[src/rtl/types_pkg.sv]
// Shared types for the core front end: RISC-V field encodings used by the
// Controller, the fetch FSM state type and the reset value of the
// instruction register.
// Optional build macro: FETCH_MISALIGN_CHECK_EN adds the FAULT fetch state.
package types_pkg;

    typedef enum logic [6:0] {
        OP_LOAD   = 7'b0000011,
        OP_IMM    = 7'b0010011,
        OP_AUIPC  = 7'b0010111,
        OP_STORE  = 7'b0100011,
        OP_REG    = 7'b0110011,
        OP_LUI    = 7'b0110111,
        OP_BRANCH = 7'b1100011,
        OP_JALR   = 7'b1100111,
        OP_JAL    = 7'b1101111
    } opcode_e;

    typedef enum logic [2:0] {
        F3_ADD  = 3'b000,
        F3_SLL  = 3'b001,
        F3_SLT  = 3'b010,
        F3_SLTU = 3'b011,
        F3_XOR  = 3'b100,
        F3_SR   = 3'b101,
        F3_OR   = 3'b110,
        F3_AND  = 3'b111
    } funct3_e;

    typedef enum logic [6:0] {
        F7_BASE   = 7'b0000000,
        F7_MULDIV = 7'b0000001,
        F7_ALT    = 7'b0100000
    } funct7_e;

    // addi x0, x0, 0 -- harmless contents for the IR before the first fetch
    localparam logic [31:0] NOP_INSTR = 32'h0000_0013;

`ifdef FETCH_MISALIGN_CHECK_EN
    typedef enum logic [2:0] {
        FS_BOOT,
        FS_REQ,
        FS_WAIT,
        FS_HOLD,
        FS_DROP,
        FS_FAULT
    } fetch_state_e;
`else
    typedef enum logic [2:0] {
        FS_BOOT,
        FS_REQ,
        FS_WAIT,
        FS_HOLD,
        FS_DROP
    } fetch_state_e;
`endif

endpackage

[src/rtl/instr_fields.sv]
// Combinational split of an instruction word into the fields used by the
// Controller (op/funct3/funct7) and the register specifiers used by the
// datapath (rd/rs1/rs2).
module instr_fields
    import types_pkg::*;
(
    input  logic [31:0] instr,
    output opcode_e     op,
    output funct3_e     funct3,
    output funct7_e     funct7,
    output logic [4:0]  rd,
    output logic [4:0]  rs1,
    output logic [4:0]  rs2
);

    assign op     = opcode_e'(instr[6:0]);
    assign rd     = instr[11:7];
    assign funct3 = funct3_e'(instr[14:12]);
    assign rs1    = instr[19:15];
    assign rs2    = instr[24:20];
    assign funct7 = funct7_e'(instr[31:25]);

endmodule

[src/rtl/fetch_unit.sv]
// Instruction fetch stage. Holds the PC, issues one request at a time to a
// variable-latency instruction memory, latches the returned word in the IR
// and offers it to decode. Redirects from execute take priority over every
// other event; fetches already in flight on the wrong path are drained in
// DROP and their data discarded.
// Optional build macro: FETCH_MISALIGN_CHECK_EN -- a redirect to a
// non-word-aligned target parks the unit in FAULT (fetch_fault=1) until an
// aligned redirect arrives. Without it, the target's low two bits are
// cleared and fetch_fault is tied low.
module fetch_unit
    import types_pkg::*;
#(
    parameter int                XLEN     = 32,
    parameter logic [XLEN-1:0]   RESET_PC = '0
) (
    input  logic            clk,
    input  logic            rst_n,
    output logic            imem_req_valid,
    input  logic            imem_req_ready,
    output logic [XLEN-1:0] imem_req_addr,
    input  logic            imem_rsp_valid,
    input  logic [31:0]     imem_rsp_data,
    input  logic            redirect_valid,
    input  logic [XLEN-1:0] redirect_pc,
    output logic            if_valid,
    input  logic            if_ready,
    output logic [31:0]     if_instr,
    output logic [XLEN-1:0] if_pc,
    output logic [XLEN-1:0] if_pc_plus4,
    output opcode_e         op,
    output funct3_e         funct3,
    output funct7_e         funct7,
    output logic            fetch_fault
);

    fetch_state_e    state_q, state_d;
    logic [XLEN-1:0] pc_q, pc_d;
    logic [31:0]     ir_q, ir_d;
    logic            req_valid_q, req_valid_d;
    logic            hold_q, hold_d;

    // Redirect target as loaded into the PC, and the state to enter once no
    // response is outstanding (REQ, or FAULT for a misaligned PC).
    logic [XLEN-1:0] redirect_tgt;
    fetch_state_e    redir_resume;
    fetch_state_e    drop_resume;

`ifdef FETCH_MISALIGN_CHECK_EN
    logic fault_q, fault_d;

    assign redirect_tgt = redirect_pc;
    assign redir_resume = (redirect_pc[1:0] != 2'b00) ? FS_FAULT : FS_REQ;
    assign drop_resume  = (pc_q[1:0] != 2'b00) ? FS_FAULT : FS_REQ;
    assign fetch_fault  = fault_q;
`else
    logic [1:0] redirect_lsb_unused;

    assign redirect_lsb_unused = redirect_pc[1:0];
    assign redirect_tgt        = {redirect_pc[XLEN-1:2], 2'b00};
    assign redir_resume        = FS_REQ;
    assign drop_resume         = FS_REQ;
    assign fetch_fault         = 1'b0;
`endif

    // Next-state, PC and IR update; a redirect outranks handshakes and responses.
    always_comb begin
        // NOTE: every _d starts from its _q so no path through this block leaves
        // a signal unassigned and infers a latch.
        state_d = state_q;
        pc_d    = pc_q;
        ir_d    = ir_q;

        if (redirect_valid && state_q != FS_BOOT) begin
            pc_d = redirect_tgt;
            case (state_q)
                // An accepted request still owes a response, so it must be drained.
                FS_REQ:  state_d = imem_req_ready ? FS_DROP : redir_resume;
                FS_WAIT: state_d = imem_rsp_valid ? redir_resume : FS_DROP;
                FS_DROP: state_d = imem_rsp_valid ? redir_resume : FS_DROP;
                default: state_d = redir_resume;
            endcase
        end else begin
            case (state_q)
                FS_BOOT: state_d = FS_REQ;
                FS_REQ: begin
                    if (imem_req_ready) state_d = FS_WAIT;
                end
                FS_WAIT: begin
                    if (imem_rsp_valid) begin
                        ir_d    = imem_rsp_data;
                        state_d = FS_HOLD;
                    end
                end
                FS_HOLD: begin
                    if (if_ready) begin
                        pc_d    = pc_q + XLEN'(4);
                        state_d = FS_REQ;
                    end
                end
                FS_DROP: begin
                    if (imem_rsp_valid) state_d = drop_resume;
                end
                default: state_d = state_q;
            endcase
        end

        req_valid_d = (state_d == FS_REQ);
        hold_d      = (state_d == FS_HOLD);
`ifdef FETCH_MISALIGN_CHECK_EN
        fault_d     = (state_d == FS_FAULT);
`endif
    end

    // State, PC, IR and registered handshake outputs.
    always_ff @(posedge clk or negedge rst_n) begin
        if (!rst_n) begin
            state_q     <= FS_BOOT;
            pc_q        <= RESET_PC;
            ir_q        <= NOP_INSTR;
            req_valid_q <= 1'b0;
            hold_q      <= 1'b0;
`ifdef FETCH_MISALIGN_CHECK_EN
            fault_q     <= 1'b0;
`endif
        end else begin
            // NOTE: non-blocking assignments so every flop samples the values
            // from before this edge, independent of statement order.
            state_q     <= state_d;
            pc_q        <= pc_d;
            ir_q        <= ir_d;
            req_valid_q <= req_valid_d;
            hold_q      <= hold_d;
`ifdef FETCH_MISALIGN_CHECK_EN
            fault_q     <= fault_d;
`endif
        end
    end

    assign imem_req_valid = req_valid_q;
    assign imem_req_addr  = pc_q;

    // A redirect in HOLD masks if_valid so decode cannot consume a wrong-path word.
    assign if_valid    = hold_q && !redirect_valid;
    assign if_instr    = ir_q;
    assign if_pc       = pc_q;
    assign if_pc_plus4 = pc_q + XLEN'(4);

    logic [4:0] rd_unused;
    logic [4:0] rs1_unused;
    logic [4:0] rs2_unused;

    instr_fields u_instr_fields (
        .instr  (ir_q),
        .op     (op),
        .funct3 (funct3),
        .funct7 (funct7),
        .rd     (rd_unused),
        .rs1    (rs1_unused),
        .rs2    (rs2_unused)
    );

endmodule

[config.mk]
export PLATFORM = sky130hd
export DESIGN_NAME = fetch_unit
export DESIGN_NICKNAME = d
export VERILOG_FILES = /design/src/rtl/types_pkg.sv /design/src/rtl/instr_fields.sv /design/src/rtl/fetch_unit.sv
export SDC_FILE = /design/constraint.sdc
export NUM_CORES = 1
export LEC_CHECK = 0
export ABC_AREA = 0
export BUFFER_PORTS_ARGS = -buffer_cell sky130_fd_sc_hd__clkbuf_2
export CAP_MARGIN = 20
export CELL_PAD_IN_SITES_DETAIL_PLACEMENT = 0
export CELL_PAD_IN_SITES_GLOBAL_PLACEMENT = 1
export CORE_MARGIN = 1
export CORE_UTILIZATION = 31
export CTS_CLUSTER_SIZE = 25
export DETAILED_ROUTE_END_ITERATION = 12
export PLACE_DENSITY = 0.8
export SKIP_LAST_GASP = 1
export SLEW_MARGIN = 20
export SYNTH_ARGS = -nofsm -noshare
export SYNTH_HDL_FRONTEND = slang
export SYNTH_SLANG_ARGS = --single-unit
export TNS_END_PERCENT = 1
[constraint.sdc]
create_clock -name clk -period 4.3 [get_ports clk]
set_input_delay 0.86 -clock clk [delete_from_list [all_inputs] [get_ports clk]]
set_output_delay 0.86 -clock clk [all_outputs]
set_load 0.02 [all_outputs]
### After elaboration in Yosys (flattened, before gate mapping)

Cells that the tools add are included.
W data, S select, Z words.

| operators by class | value |
|---|---|
| add/subtract/negate cells | 1 |
| eq/ne operators | 6 |
| muxes and demuxes | 12 |
| bitwise logic cells | 1 |
| reductions and logical operators | 10 |

Operators by type and width:

| kind | count |
|---|---|
| $mux W32 | 3 |
| $add A32 B3 Y32 const B | 1 |
| $mux W3 | 7 |
| $pmux W3 S5 | 1 |
| $eq A3 B2 Y1 const B | 3 |
| $eq A3 B1 Y1 const B | 2 |
| $pmux W3 S2 | 1 |
| $reduce_bool A2 Y1 | 2 |
| $eq A3 B3 Y1 const B | 1 |
| $logic_not A3 Y1 | 1 |
| $reduce_and A3 Y1 | 1 |
| $reduce_bool A3 Y1 | 1 |
| $logic_and A1 B1 Y1 | 2 |
| $reduce_and A2 Y1 | 1 |
| $reduce_or A2 Y1 | 1 |
| $logic_not A1 Y1 | 1 |
| $not A1 Y1 | 1 |

| word-level totals | value |
|---|---|
| register bits | 69 |
| bits of input ports | 70 |
| output and inout port bits | 148 |
| logic and storage cells | 35 |

### Depth between registers and ports, before layout

Gate-level depths: netlist (run 1).

| depth | value |
|---|---|
| depth in word-level cells | 5 |
| mapped depth | 8 |
| depth with buffers taken out | 5 |

### Cells and area by module

A second synthesis (run 1) with hierarchy kept.

| unflattened totals | value |
|---|---|
| cells, all modules | 442 |
| area total of the unflattened synthesis | 4251.6 um2 |

By module, submodules not included:

| module | times used | cells an instance | area each (um2) | sequential area each (um2) |
|---|---|---|---|---|
| fetch_unit | 1 | 410 | 4011.3 | 1680.4 |
| instr_fields | 1 | 32 | 240.2 | 0.0 |

### Worst setup path after synthesis (run 1)

OpenSTA, ideal clock, no wires.

| path | value |
|---|---|
| path type | reg2out |
| start | register pc_q[4], in the netlist if_pc[4] |
| end | output if_pc_plus4[28] |
| arrival | 1.936 ns |
| data required time | 3.440 ns |
| setup slack | 1.504 ns |
| cell stages (with the launch flop) | 8 |
| path buffers | 2 |
| cells stage by stage | dfrtp_1 > and4_4 > and2_1 > buf_4 > and4_1 > buf_4 > nand4_1 > xnor2_1 |

| on the way | value |
|---|---|
| word-level cells in the longest chain between the ends | 1 |

Ends and longest elaborated chain:

| item | line | text |
|---|---|---|
| start: declaration | fetch_unit.sv:37 | `logic [XLEN-1:0] pc_q, pc_d;` |
| start signal: assignment | fetch_unit.sv:129 | `pc_q <= pc_d;` |
| $add A32 B3 Y32 | fetch_unit.sv:146 | `assign if_pc_plus4 = pc_q + XLEN'(4);` |
| end: declaration | fetch_unit.sv:29 | `output logic [XLEN-1:0] if_pc_plus4,` |

No other way between the ends.

### Final worst setup path (run 1)

| path | value |
|---|---|
| start | register pc_q[8], in the netlist if_pc[8] |
| end | output if_pc_plus4[25] |

The elaborated chain is that of the path after synthesis.

==> results.toml, run 1 <==
[outcome]
status = "completed"

[layout]
drive_gt1_frac = 0.468
area_delta_synth_final_pct = 24.6
antenna_cells = 0
layout_commonest_cell = "clkbuf_2"
fin_cells = 755
fillers = 1374
final_cell_mix = "clkbuf_2, dfrtp_1, nor2_1"
stdcell_area_mm2 = 0.00523
final_nets = 645

[routing]
via_per_inst = 4.62
drt_iter0_markers = 107
ant_nets = 0
wl_per_cell_um = 14.6
drc = 0
dr.pass1.iters = 4
vias = 3490
wl_mm = 11.0

[cts]
cts_sinks = 67
clk_latency_ps = 330
post-cts-setup-buffers = 0
tritoncts = "built"
cts_max_path_buffers = 2
clock_tree.root_cell = "clkbuf_16"
h-tree-depth = 3
numCtsBuffers = 9
clkTransAtPathRegs_ps = 50
cts_resized = 0
cts_hold_buf = 0

[placed_design]
dp_cells = 739
post_dp_cell_area_mm2 = 0.00494
hpwl_mm = 8.10
gp_congestion = 0.740
post-place-ws_ps = 1300
io_buffers = 208

[yosys]
synthDistinctLibCells = 43
synth_seq_cells = 67
synth-simple-area-share = 0.198
yosys.area.top_type_share = 0.382
yosys.area_share.adder = 0.00298
synth_seq_area_share = 0.401
synth_xor_area_frac = 0.119
yosysTopAreaCell = "dfrtp_1"
netlist_area_mm2 = 0.00419
synth_top_family_by_area = "simple AND/OR/NAND/NOR gates"
syn_avg_cell_area_um2 = 9.80
synth.area.top_cells = "dfrtp_1, buf_4, xnor2_1"
postSynthCellCount = 428
synthMuxAreaShare = 0.0859
synth-compound-area-share = 0.0507
yosysWarnings = 0

[setup_path]
path_class = "reg -> out"
critical_path_required_ps = 3440
path_max_fanout = 10
arrival_ps = 2570
end_kind = "output port"
start_kind = "flip-flop"

[pwr]
p_leak_nw = 2.54
powerDensity_mw_per_mm2 = 735
p_clk_frac = 0.178
ir_worst_vdd_mv = 0.254
p_sw_frac = 0.484
p_int_mw = 1.98
pwr-share-comb = 0.507
total_switching_power_mw = 1.86
pwr-share-seq = 0.315

[timing]
slew_headroom = 0.431
timing.fmax_ghz = 0.291
hold_slack_ps = 502
finalMaxSlewViolations = 0
worstMarginPinSlew_ps = 853
setup_tns_ps = 0
setup_violations = 0
rsz0062_at_grt = "false"
hold_viol_final = 0
post-route-min-period_ps = 3430
period_share = 0.798
setup_slack_ps = 868
skew_ps = 6.42

[die]
die_y_um = 118
start_util = 0.317
core-area_mm2 = 0.0132
io_pins = 218
dieWidth_um = 118
fp.dieArea_mm2 = 0.0140
rows = 42

[flow_run]
cap_viol_max_count = 0

[worst_hold_path]
hp-class = "reg -> reg"

[global_routing]
grt_pass1_vias = 3302
grt_max_degree = 68
grt-ovfl-total = 0
grt_pass1_wl_mm = 17.2
antenna_found_initial = 0
track_usage = 0.160
worst paths after layout:
| path | from | to | slack [ps] | cells past startpoint |
|---|---|---|---|---|
| max in group asynchronous | rst_n | if_pc[30] | 3110 | 1 |
| min reg2reg | if_instr[19] | if_instr[19] | 500 | 1 |
| min | if_instr[19] | if_instr[19] | 500 | 1 |
| max reg2reg | state_q[0] | if_pc[21] | 2020 | 5 |
| max | if_pc[8] | if_pc_plus4[25] | 870 | 6 |
| min in group asynchronous | rst_n | if_instr[13] | 650 | 1 |
state kept, by name, summed over array words and instances, names as in the netlist:
register,cells
if_instr,32
if_pc,30
state_q,3
hold_q,1
imem_req_valid,1
critical path, cell delays in order, from the launching register on:
cell,delay [ps]
dfrtp_1,540
and4_1,470
nand4_1,140
nor4_1,510
nand2_1,130
xnor2_1,230
clkbuf_2,210
logic make-up (layout without fill, tap and decap cells):
logic type	Yosys count	after routing
and+or+nand+nor	146	146
other	1	7
buffers and inverters	87	232
DFF	67	67
xor gates and xnor gates	57	57
muxes	32	32
AOI/OAI and AO/OA	37	37
adders and majority gates	1	1
synth_stat cells (all sizes together):
library cell	number
a21oi	31
a31oi	2
and2	6
and3	7
and4	6
and4b	1
buf	72
clkbuf	11
conb	1
dfrtp	64
dfstp	3
ha	1
inv	4
mux2	32
nand2	29
nand3	14
nand4	11
nand4b	1
nor2	40
nor2b	3
nor3	12
nor3b	2
nor4	12
nor4b	1
o211ai	1
o21ai	1
o31ai	1
o32a	1
or4	1
xnor2	38
xor2	19
stage by stage:
stage	utilization	total power [mW]
after floorplan	-	2.70
after global placement	0.373	3.16
after detailed placement	0.373	3.19
after CTS	0.395	3.90
after global routing	0.395	4.10
final	0.395	3.84
power groups by stage:
stage | Combinational (mW) | Sequential, mW | Clock [mW]
after detailed placement | 1.96 | 1.23 | 0
after global placement | 1.96 | 1.20 | 0
after floorplan | 1.34 | 1.36 | 0
after CTS | 1.97 | 1.21 | 0.717
final | 1.95 | 1.21 | 0.685
after global routing | 2.09 | 1.26 | 0.749
cell type report:
cell class,count,area (um^2),area share
multi-input cells,280,1960,0.374
flip-flops and latches,67,1680,0.322
repair buffers,212,1070,0.205
well taps,176,220,0.0421
inverters,4,15.0,0.00287
clock inverters,4,25.0,0.00479
clock buffers,12,256,0.0491
layer usage:
metal	track usage	up-vias	wire [um]
li1	-	1693	-
met4	0.0649	0	214
met5	0	-	0
met2	0.271	157	5260
met3	0.0405	14	755
met1	0.194	1626	4780
No activity file was read; power rests on OpenSTA's default activity.
==> run 2, diff against run 1 <==
--- a/config.mk
+++ b/config.mk
@@ -11,7 +11,7 @@
 export CELL_PAD_IN_SITES_DETAIL_PLACEMENT = 0
 export CELL_PAD_IN_SITES_GLOBAL_PLACEMENT = 1
 export CORE_MARGIN = 1
-export CORE_UTILIZATION = 31
+export CORE_UTILIZATION = 30
 export CTS_CLUSTER_SIZE = 25
 export DETAILED_ROUTE_END_ITERATION = 12
 export PLACE_DENSITY = 0.8
==> constraint.sdc (replaced) <==
create_clock -name clk -period 2.8 [get_ports clk]
set_input_delay 0.56 -clock clk [delete_from_list [all_inputs] [get_ports clk]]
set_output_delay 0.56 -clock clk [all_outputs]
set_load 0.02 [all_outputs]
==> run 2 against run 1 <==
Hold slack lost 240 ps. Sequential power rose by 48%. First-iteration DRC count down 22%. Die area rose by 3.3%. Non-clock buffer count increased by 18. Flip-flop and latch count stayed put. Clock skew down 0.97 ps. Largest power group unchanged. Highest routed layer unchanged.
==> results.toml, run 2 (same netlist as run 1, synthesis figures left out) <==
[outcome]
status = "completed"

[timing]
skew_ps = 5.46
post-route-min-period_ps = 2700
hold_slack_ps = 260
worstMarginPinSlew_ps = 685
hold_viol_final = 0
timing.fmax_ghz = 0.370
period_share = 0.966
rsz0062_at_grt = "true"
setup_tns_ps = 0
setup_slack_ps = 95.2
slew_headroom = 0.543
finalMaxSlewViolations = 0
setup_violations = 0

[worst_hold_path]
hp-class = "in -> async"

[placed_design]
gp_congestion = 0.792
dp_cells = 757
post-place-ws_ps = 270
post_dp_cell_area_mm2 = 0.00509
hpwl_mm = 8.40
io_buffers = 208

[routing]
vias = 3581
drt-met1-wl_mm = 4.80
drt_iter0_markers = 83
via_per_inst = 4.63
dr.pass1.iters = 4
ant_nets = 0
wl_met2_mm = 5.22
wl_mm = 10.8
drc = 0
wl_met3_um = 650
wl_per_cell_um = 14.0
routed.top_layer = "met4"

[global_routing]
grt_pass1_vias = 3309
grt_pass1_wl_mm = 16.8
antenna_found_initial = 0
grt-ovfl-total = 0
grt_max_degree = 41
track_usage = 0.151

[cts]
clkTransAtPathRegs_ps = 60
cts_max_path_buffers = 2
cts_hold_buf = 0
cts_sinks = 67
clock_tree.root_cell = "clkbuf_16"
clk_latency_ps = 340
numCtsBuffers = 9
h-tree-depth = 3
tritoncts = "built"
post-cts-setup-buffers = 0

[die]
io_pins = 218
die_y_um = 120
start_util = 0.312
rows = 42
dieWidth_um = 120
core-area_mm2 = 0.0135
fp.dieArea_mm2 = 0.0145

[layout]
antenna_cells = 0
largest_reg_flops = 32
final_cell_mix = "clkbuf_2, dfrtp_1, nor2_1"
drive_gt1_frac = 0.506
area_delta_synth_final_pct = 29.0
final_nets = 663
fillers = 1424
fin_cells = 773
stdcell_area_mm2 = 0.00541
fin_util = 0.402
layout_commonest_cell = "clkbuf_2"

[setup_path]
start_kind = "flip-flop"
ff2ff_setup_slack_ps = 680
cpMaxStageDelayCell = "dfrtp_1"
critical_path_required_ps = 2240
worstPathCellList = "and4_1 > nand4_1 > nor4_2 > xor2_1 > clkbuf_2"
r2r-start = "if_pc[10]"
critical_path.top_delay_family = "simple AND/OR/NAND/NOR gates"
slowest_delay_ps = 530
end_kind = "output port"
arrival_ps = 2140
reg2regPathDepth = 7
reg2reg_to = "if_pc[28]"
path_class = "reg -> out"
critPathBufInv = 1
path_max_fanout = 10

[pwr]
finalPower_mw = 6.05
p_leak_nw = 2.62
powerDensity_mw_per_mm2 = 1120
ir_worst_vdd_mv = 0.726

[flow_run]
cap_viol_max_count = 0
run 2: cell count changes in the layout (fill, tap and decap cells not counted), moves of 2 or more:
cell and change:
and4_1 -2, and4_2 +2, buf_4 +16, clkinv_2 -2, dfrtp_1 -6, dfrtp_2 +6, inv_6 +2, nor4_1 -3
nor4_2 +3
run 2: layout make-up:
class                           instances  area (um^2)  share of cell area
Clock buffer                           10          239              0.0442
Sequential cell                        67         1690               0.312
Clock inverter                          6         48.8             0.00902
Inverter                                4         15.0             0.00278
Multi-Input combinational cell        280         1980               0.366
Tap cell                              176          220              0.0407
Timing Repair Buffer                  230         1220               0.225
run 2: worst max-delay path by stage:
stage                     startpoint               to  slack [ps]  depth (start not counted)
after floorplan             if_pc[4]  if_pc_plus4[28]         300                          7
after global placement      if_pc[9]  if_pc_plus4[27]         300                          7
after detailed placement    if_pc[9]  if_pc_plus4[27]         270                          7
after CTS                  if_pc[20]  if_pc_plus4[31]         -50                          5
after global routing        if_pc[2]  if_pc_plus4[29]         -50                          6
final                      if_pc[20]  if_pc_plus4[31]         100                          5
run 2: timing repair:
action                                  in CTS  in global routing
endpoints found under the hold margin        0                  0
gates resized for setup                      3                  9
endpoints found under the setup margin       7                 11
run 2: routing by layer:
metal  vias up  track usage
li1       1717            -
met1      1695        0.186
met2       157        0.252
met3        12       0.0340
met4         0       0.0664
met5         -            0
run 2: worst register-to-register path, stage by stage, from the launching register on:
cell and delay (ps):
dfrtp_1 350, buf_4 150, and3_1 270, nand4_2 320
buf_4 280, nor4_1 370, xnor2_1 180, a21oi_2 70
run 2: power breakdown:
part           switching, mW  internal, mW  total, mW
sequential             0.456          1.33       1.79
clock                  0.443         0.630       1.07
combinational           2.02          1.17       3.19
==> run 3, diff against run 2 <==
--- a/config.mk
+++ b/config.mk
@@ -11,10 +11,10 @@
 export CELL_PAD_IN_SITES_DETAIL_PLACEMENT = 0
 export CELL_PAD_IN_SITES_GLOBAL_PLACEMENT = 1
 export CORE_MARGIN = 1
-export CORE_UTILIZATION = 30
+export CORE_UTILIZATION = 25
 export CTS_CLUSTER_SIZE = 25
 export DETAILED_ROUTE_END_ITERATION = 12
-export PLACE_DENSITY = 0.8
+export PLACE_DENSITY = 0.69
 export SKIP_LAST_GASP = 1
 export SLEW_MARGIN = 20
 export SYNTH_ARGS = -nofsm -noshare
==> run 3 against run 2 <==
Clock power is 5% higher. Sequential share of layout area is 0.16 points lower. Utilization is 6.4 points lower. Setup slack better by 7.1 ps. First-iteration DRC count is 65% higher. Critical path type unchanged. Largest cell class unchanged. Largest power group unchanged. Highest routed layer unchanged.
==> results.toml, run 3 (same netlist as run 1, synthesis figures left out) <==
[setup_path]
critPathBufInv = 2
cpMaxStageDelayCell = "dfrtp_1"
end_kind = "output port"
worstPathCellList = "and3_1 > nand4_1 > nor4_1 > buf_4 > xor2_1 > clkbuf_2"
path_class = "reg -> out"
critical_path.top_delay_family = "simple AND/OR/NAND/NOR gates"
critical_path_required_ps = 2240
cp_num_cells = 6
arrival_ps = 2140
path_max_fanout = 7
slowest_delay_ps = 500
start_kind = "flip-flop"
reg2regPathDepth = 6

[routing]
via_per_inst = 4.39
wl_per_cell_um = 14.4
vias = 3572
wl_mm = 11.7
drc = 0
ant_nets = 0
dr.pass1.iters = 4
drt_iter0_markers = 137

[timing]
period_share = 0.963
worstMarginPinSlew_ps = 924
skew_ps = 8.18
slew_headroom = 0.384
setup_slack_ps = 102
finalMaxSlewViolations = 0
post-route-min-period_ps = 2700
hold_viol_final = 0
rsz0062_at_grt = "true"
setup_violations = 0
timing.fmax_ghz = 0.371
hold_slack_ps = 347

[placed_design]
io_buffers = 208
post-place-ws_ps = 280
gp_congestion = 0.830
dp_cells = 796
hpwl_mm = 9.08

[outcome]
status = "completed"

[pwr]
ir_worst_vdd_mv = 0.468
finalPower_mw = 6.12
p_leak_nw = 2.62
powerDensity_mw_per_mm2 = 1120

[layout]
fin_cells = 813
layout_commonest_cell = "clkbuf_2"
final_cell_mix = "clkbuf_2, dfrtp_1, nor2_1"
largest_reg_flops = 32
fillers = 1717
final_nets = 662
drive_gt1_frac = 0.510
area_delta_synth_final_pct = 30.0

[die]
start_util = 0.260
dieWidth_um = 132
core-area_mm2 = 0.0161
fp.dieArea_mm2 = 0.0173
die_y_um = 132
rows = 46
io_pins = 218

[cts]
tritoncts = "built"
clk_latency_ps = 330
h-tree-depth = 3
post-cts-setup-buffers = 0
clkTransAtPathRegs_ps = 50
cts_max_path_buffers = 2
cts_sinks = 67
cts_hold_buf = 0
clock_tree.root_cell = "clkbuf_16"
numCtsBuffers = 9

[global_routing]
grt_pass1_wl_mm = 18.5
grt-ovfl-total = 0
track_usage = 0.137
grt_max_degree = 68
antenna_found_initial = 0
grt_pass1_vias = 3497

[worst_hold_path]
hp-class = "in -> async"

[flow_run]
cap_viol_max_count = 0
[run 3: final timing paths]
path                                  startpoint         endpoint  slack [ps]
worst max-delay path                   if_pc[25]  if_pc_plus4[31]         100
worst min-delay path                       rst_n     if_instr[16]         350
worst max register to register         if_pc[12]        if_pc[26]         680
worst min register to register      if_instr[11]     if_instr[11]         500
max in group asynchronous                  rst_n         if_pc[6]        1860
min in group clk                imem_rsp_data[2]      if_instr[2]         430
[run 3: stage by stage]
step / TNS, ps / area (um^2) / utilization
floorplan: 0 / 4220 / -
global placement: 0 / 5120 / 0.318
detailed placement: 0 / 5120 / 0.318
CTS: -62.1 / 5430 / 0.337
global route: -93.9 / 5450 / 0.338
finish: 0 / 5450 / 0.338
[run 3: timing repair]
action / 4_1_cts / 5_1_grt
pin swaps: 0 / 1
resized for setup: 5 / 11
endpoints found under the setup margin: 6 / 9
[run 3: report_power, final]
group	leakage [nW]	switching (mW)	internal, mW	total, mW
Clock	0.141	0.432	0.685	1.12
Sequential	0.796	0.455	1.34	1.79
Combinational	1.68	2.05	1.16	3.21
Total	2.62	2.94	3.19	6.12
[run 3: final cells by class]
cell class,instances,area [um^2],share of cell area
well taps,216,270,0.0496
diodes,1,2.50,0.000459
inverters,4,15.0,0.00275
multi-input cells,280,1980,0.363
clock inverters,7,68.8,0.0126
clock buffers,9,225,0.0413
repair buffers,229,1200,0.220
flip-flops and latches,67,1690,0.310
[run 3: routing by layer]
layer  wire length [um]  part of all wire  track usage
met4                247             0.021       0.0588
met3                762             0.065       0.0351
met2               5540              0.47        0.230
met1               5180              0.44        0.164
met5                  0                 0            0
